[src/rtl/cpu_params_pkg.sv]
`default_nettype none
// ============================================================================
//  Module   : cpu_params_pkg
//  Purpose  : Shared numeric parameters for the RisKy1 core. Holds the
//             default pipeline flush length, the flush counter width and a
//             saturating-increment helper.
//  Revision : 1.0 - initial release
// ============================================================================
package cpu_params_pkg;

    // Default number of cycles pipe_flush is held for each accepted redirect
    localparam int PIPE_FLUSH_CYCLES = 2;

    // Flush counter width; this width covers the legal FLUSH_CYCLES range 1..15
    localparam int PCTRL_CNT_W = 4;

    // 32-bit increment that sticks at all-ones instead of wrapping
    function automatic logic [31:0] pctrl_sat_inc(input logic [31:0] value);
        return (value == 32'hFFFF_FFFF) ? value : value + 32'd1;
    endfunction

endpackage
`default_nettype wire

[src/rtl/cpu_structs_pkg.sv]
`default_nettype none
// ============================================================================
//  Module   : cpu_structs_pkg
//  Purpose  : Shared type definitions for the RisKy1 core. Holds the
//             pipeline halt/flush sequencer state encoding.
//  Revision : 1.0 - initial release
// ============================================================================
package cpu_structs_pkg;

    // Halt/flush sequencer states, with an explicit 2-bit encoding
    typedef enum logic [1:0] {
        PCTRL_RUN    = 2'd0,
        PCTRL_FLUSH  = 2'd1,
        PCTRL_DRAIN  = 2'd2,
        PCTRL_HALTED = 2'd3
    } PCTRL_STATE_T;

endpackage
`default_nettype wire

[src/rtl/pipe_ctrl.sv]
`default_nettype none
// ============================================================================
//  Module   : pipe_ctrl
//  Purpose  : Pipeline halt/flush sequencer. Turns trap and mispredict
//             redirects and debug halt requests into the pipe_flush and
//             cpu_halt controls. It also issues a one-cycle PC redirect to
//             Fetch. All outputs are registered.
//  Options  : PIPE_CTRL_PERF_EN - adds saturating counters for accepted
//             events, halted cycles and events ignored while halted.
//  Revision : 1.0 - initial release
// ============================================================================
module pipe_ctrl
    import cpu_params_pkg::*;
    import cpu_structs_pkg::*;
#(
    parameter int PC_SZ        = 32,
    parameter int NUM_STAGES   = 5,
    parameter int FLUSH_CYCLES = PIPE_FLUSH_CYCLES
) (
    input  logic                  clk_in,
    input  logic                  reset_in,
    input  logic                  trap_in,
    input  logic [PC_SZ-1:0]      trap_pc_in,
    input  logic                  mispredict_in,
    input  logic [PC_SZ-1:0]      mispredict_pc_in,
    input  logic                  halt_req_in,
    input  logic [NUM_STAGES-1:0] stage_busy_in,
    output logic                  pipe_flush,
    output logic                  cpu_halt,
    output logic                  redirect_valid,
    output logic [PC_SZ-1:0]      redirect_pc,
    output logic                  halted_out
`ifdef PIPE_CTRL_PERF_EN
    ,
    output logic [31:0]           flush_cnt_out,
    output logic [31:0]           halt_cyc_out,
    output logic [31:0]           err_cnt_out
`endif
);

    // Counter reload value: the first FLUSH cycle already counts as one cycle
    localparam logic [PCTRL_CNT_W-1:0] C_CNT_LOAD = PCTRL_CNT_W'(FLUSH_CYCLES - 1);

    PCTRL_STATE_T           r_state;
    PCTRL_STATE_T           w_state_nxt;
    logic [PCTRL_CNT_W-1:0] r_cnt;
    logic [PCTRL_CNT_W-1:0] w_cnt_nxt;
    logic [PC_SZ-1:0]       w_pc_nxt;
    logic                   w_event;
    logic                   w_accept;
    logic                   w_ignored;
    logic                   w_flush_nxt;
    logic                   w_halt_nxt;
    logic                   w_halted_nxt;

    assign w_event = trap_in | mispredict_in;

    // State register, flush counter and captured redirect target
    always_ff @(posedge clk_in or negedge reset_in) begin
        if (!reset_in) begin
            r_state     <= PCTRL_RUN;
            r_cnt       <= '0;
            redirect_pc <= '0;
        end else begin
            r_state     <= w_state_nxt;
            r_cnt       <= w_cnt_nxt;
            redirect_pc <= w_pc_nxt;
        end
    end

    // Next-state logic; trap outranks mispredict, which outranks halt
    always_comb begin
        w_state_nxt = r_state;
        w_cnt_nxt   = r_cnt;
        w_pc_nxt    = redirect_pc;
        w_accept    = 1'b0;
        w_ignored   = 1'b0;
        case (r_state)
            PCTRL_RUN: begin
                if (w_event) begin
                    w_accept = 1'b1;
                end else if (halt_req_in) begin
                    w_state_nxt = PCTRL_DRAIN;
                end
            end
            PCTRL_FLUSH: begin
                // A mispredict here comes from a squashed instruction, so drop it
                if (trap_in) begin
                    w_accept = 1'b1;
                end else if (r_cnt == '0) begin
                    w_state_nxt = halt_req_in ? PCTRL_DRAIN : PCTRL_RUN;
                end else begin
                    w_cnt_nxt = r_cnt - 1'b1;
                end
            end
            PCTRL_DRAIN: begin
                // A pending halt survives a flush; halt_req_in is re-checked on exit
                if (w_event) begin
                    w_accept = 1'b1;
                end else if (!halt_req_in) begin
                    w_state_nxt = PCTRL_RUN;
                end else if (stage_busy_in == '0) begin
                    w_state_nxt = PCTRL_HALTED;
                end
            end
            PCTRL_HALTED: begin
                w_ignored = w_event;
                if (!halt_req_in) begin
                    w_state_nxt = PCTRL_RUN;
                end
            end
            default: begin
                w_state_nxt = PCTRL_RUN;
            end
        endcase
        if (w_accept) begin
            w_state_nxt = PCTRL_FLUSH;
            w_cnt_nxt   = C_CNT_LOAD;
            w_pc_nxt    = trap_in ? trap_pc_in : mispredict_pc_in;
        end
    end

    // Output decode from the next state, so outputs can be registered
    always_comb begin
        w_flush_nxt  = (w_state_nxt == PCTRL_FLUSH);
        w_halt_nxt   = (w_state_nxt == PCTRL_DRAIN) || (w_state_nxt == PCTRL_HALTED);
        w_halted_nxt = (w_state_nxt == PCTRL_HALTED);
    end

    // Output registers; the redirect pulse marks each accepted event
    always_ff @(posedge clk_in or negedge reset_in) begin
        if (!reset_in) begin
            pipe_flush     <= 1'b0;
            cpu_halt       <= 1'b0;
            redirect_valid <= 1'b0;
            halted_out     <= 1'b0;
        end else begin
            pipe_flush     <= w_flush_nxt;
            cpu_halt       <= w_halt_nxt;
            redirect_valid <= w_accept;
            halted_out     <= w_halted_nxt;
        end
    end

`ifdef PIPE_CTRL_PERF_EN
    // Saturating performance counters
    always_ff @(posedge clk_in or negedge reset_in) begin
        if (!reset_in) begin
            flush_cnt_out <= '0;
            halt_cyc_out  <= '0;
            err_cnt_out   <= '0;
        end else begin
            if (w_accept)  flush_cnt_out <= pctrl_sat_inc(flush_cnt_out);
            if (cpu_halt)  halt_cyc_out  <= pctrl_sat_inc(halt_cyc_out);
            if (w_ignored) err_cnt_out   <= pctrl_sat_inc(err_cnt_out);
        end
    end
`else
    // The ignored-event flag only drives the optional error counter
    logic w_unused;
    assign w_unused = w_ignored;
`endif

endmodule
`default_nettype wire

[config.mk]
export PLATFORM = sky130hd
export DESIGN_NAME = pipe_ctrl
export DESIGN_NICKNAME = d
export VERILOG_FILES = /design/src/rtl/cpu_params_pkg.sv /design/src/rtl/cpu_structs_pkg.sv /design/src/rtl/pipe_ctrl.sv
export SDC_FILE = /design/constraint.sdc
export NUM_CORES = 1
export LEC_CHECK = 0
export ABC_AREA = 1
export CAP_MARGIN = 20
export CORE_ASPECT_RATIO = 0.9
export CORE_MARGIN = 1
export CORE_UTILIZATION = 45
export DETAILED_ROUTE_END_ITERATION = 16
export PLACE_DENSITY = 0.86
export SYNTH_ARGS = -nofsm -noshare
export SYNTH_HDL_FRONTEND = slang
export SYNTH_SLANG_ARGS = --single-unit
export TNS_END_PERCENT = 30
[constraint.sdc]
create_clock -name clk_in -period 3.2 [get_ports clk_in]
set_input_delay 0.32 -clock clk_in [delete_from_list [all_inputs] [get_ports clk_in]]
set_output_delay 0.32 -clock clk_in [all_outputs]
set_load 0.1 [all_outputs]
==> results.ini <==
[outcome]
status = finished, final reports clean

[global_route]
overflow = 0
grt_pass1_wl_mm = 8.58
grt_max_degree = 68
use_met1 = 0.218
grtUsageTotal = 0.194
busiest_layer = met2
grt_pass1_vias = 1988
grt_util_met2 = 0.356
use_met3 = 0.0340
grt_antenna_before_repair = 0

[critical_path]
endpoint_kind = output port
path_max_fanout = 2
worstPathCellList = clkdlybuf4s50_1
path_class = register to output port
worstPathRequired_ps = 2880
max_stage_delay_ps = 1140
cp_top_family = buffers and inverters
worst-path-buf-inv = 1
slowest_stage = clkdlybuf4s50_1
start_kind = register
worst_ep_arrival_time_ps = 1810
r2r_setup_slack_ps = 1590

[clocking]
cts_num_sinks = 42
post_cts_resized = 0
h-tree-depth = 2
clk_pin_slew_ps = 70
numCtsBuffers = 5
cts_buffer_depth = 2
cts_hold_buf = 0
cts_setup_buffers = 0
clock_latency_ps = 290
cts_tree = yes
root_buffer = clkbuf_8

[sta]
worstMarginPinSlew_ps = 993
finalHoldViolCount = 0
worst_slack_ps = 1070
setup_viol = 0
timing.final.crit_share = 0.666
fin_skew_ps = 3.44
max_freq_mhz = 469
slew_violations = 0
finalSetupTns_ps = 0
period_needed_ps = 2130
relSlewSlack = 0.336
grt_setup_unrepaired = false

[floorplanning]
rows = 25
die_w_microns = 79.9
io_pins = 110
fp.coreArea_sq_mm = 0.00526
die_h_microns = 72.1
initial_core_util = 0.468
dieArea_sq_mm = 0.00576

[yosys]
yosysTopAreaCell = dfrtp_1
synth_top_area_share = 0.427
yosys-top-cells-area = dfrtp_1 43%, a31oi_4 25%, nand2_1 13%
synth-seq-cells = 42
syn_avg_cell_area_sq_um = 10.0
ys_warn_count = 0
synthCells = 245
syn_nets = 320
seq_area_frac_synth = 0.427
synth_area_sq_mm = 0.00246
ys_types = 21

[power_and_ir_drop]
p_switching_mw = 2.45
switching_share = 0.592
power.internal_mw = 1.69
p_clk_frac = 0.084
power.density_mw_per_mm2 = 1140
power_frac_comb = 0.698
seqPwrFrac = 0.218
power.total_mw = 4.14
p_leak_nw = 1.47
peakVddDrop_mv = 0.739

[final_layout]
drive_gt1_frac = 0.131
final_common_cell = clkdlybuf4s50_1
mostFrequentLayoutCells = 108 x clkdlybuf4s50_1, 88 x nand2_1, 42 x dfrtp_1
nets = 424
fin_util = 0.691
n_antenna_cell = 0
area_growth_pct = 47.7

[place]
gp_congestion = 0.775
io_buffers = 109
hpwl_mm = 4.03
place_ws_ps = 820

[job]
cap_violations = 0

[detailed_routing]
vias = 2040
drtIter0Drc = 85
routed_wl_mm = 5.40
avgViaCountPerCell = 4.89
ant_nets = 0
firstDrtPassIters = 4
drc = 0
wl_per_cell_microns = 12.9

[min_path]
hold_path.class = input port to asynchronous set/reset pin

==> state kept, by name, summed over array words and instances, names as in the netlist <==
register / flops
redirect_pc: 32
cpu_halt: 1
halted_out: 1
r_state: 2
redirect_valid: 1
pipe_flush: 1
r_cnt: 4
==> power groups by stage <==
stage                     combinational [mW]  clock, mW  sequential, mW
final                                   2.89      0.346           0.903
after global routing                    3.01      0.376           0.932
after CTS                               2.91      0.361           0.906
after detailed placement                2.91          0           0.911
after global placement                  2.86          0           0.906
after floorplan                        0.784          0            2.42
==> layer usage <==
layer	routed length, microns	share of wire	vias up
met5	0	0	-
met4	136	0.025	0
met3	364	0.067	12
met2	2740	0.51	78
met1	2160	0.40	938
li1	-	-	1012
==> per-stage QoR <==
stage	instances	hold WS, ps	area [sq um]
2_1_floorplan	245	24.4	2460
3_3_place_gp	409	457	3540
3_5_place_dp	409	462	3540
4_1_cts	417	196	3630
5_1_grt	417	247	3630
6_report	417	165	3630
==> cell type report <==
cell class | instances | area (sq um)
Inverter | 10 | 42.5
Sequential cell | 42 | 1050
Tap cell | 67 | 83.8
Timing Repair Buffer | 111 | 1110
Fill cell | 410 | 1620
Clock buffer | 7 | 86.3
Multi-Input combinational cell | 179 | 1250
Clock inverter | 1 | 5.00
==> kinds of logic after synthesis <==
logic type	share of synthesized area
and+or+nand+nor	0.237
DFF	0.427
adders and majority gates	0.00509
xor gates and xnor gates	0.00356
AOI/OAI and AO/OA	0.261
buffers and inverters	0.0662
==> synthesized netlist by cell type (all sizes together) <==
cell type,n
ha,1
clkbuf,6
nand3,5
nand2,91
buf,8
nand3b,1
xor2,1
nor2,40
a31oi,32
inv,10
o21ai,1
dfrtp,42
nand4,5
nor3,2
==> path summary, 6_finish.rpt <==
check,startpoint,end,cells past startpoint
max reg2reg,r_state[1]$_DFF_PN0_,r_cnt[3]$_DFFE_PN0P_,7
min reg2reg,r_cnt[0]$_DFFE_PN0P_,r_cnt[0]$_DFFE_PN0P_,2
max in group asynchronous,reset_in,redirect_pc[28]$_DFFE_PN0P_,1
max,redirect_pc[28]$_DFFE_PN0P_,redirect_pc[28],1
min in group clk_in,r_cnt[0]$_DFFE_PN0P_,r_cnt[0]$_DFFE_PN0P_,2
min,reset_in,pipe_flush$_DFF_PN0_,1
Note: power is estimated with default switching activity, not from simulation.
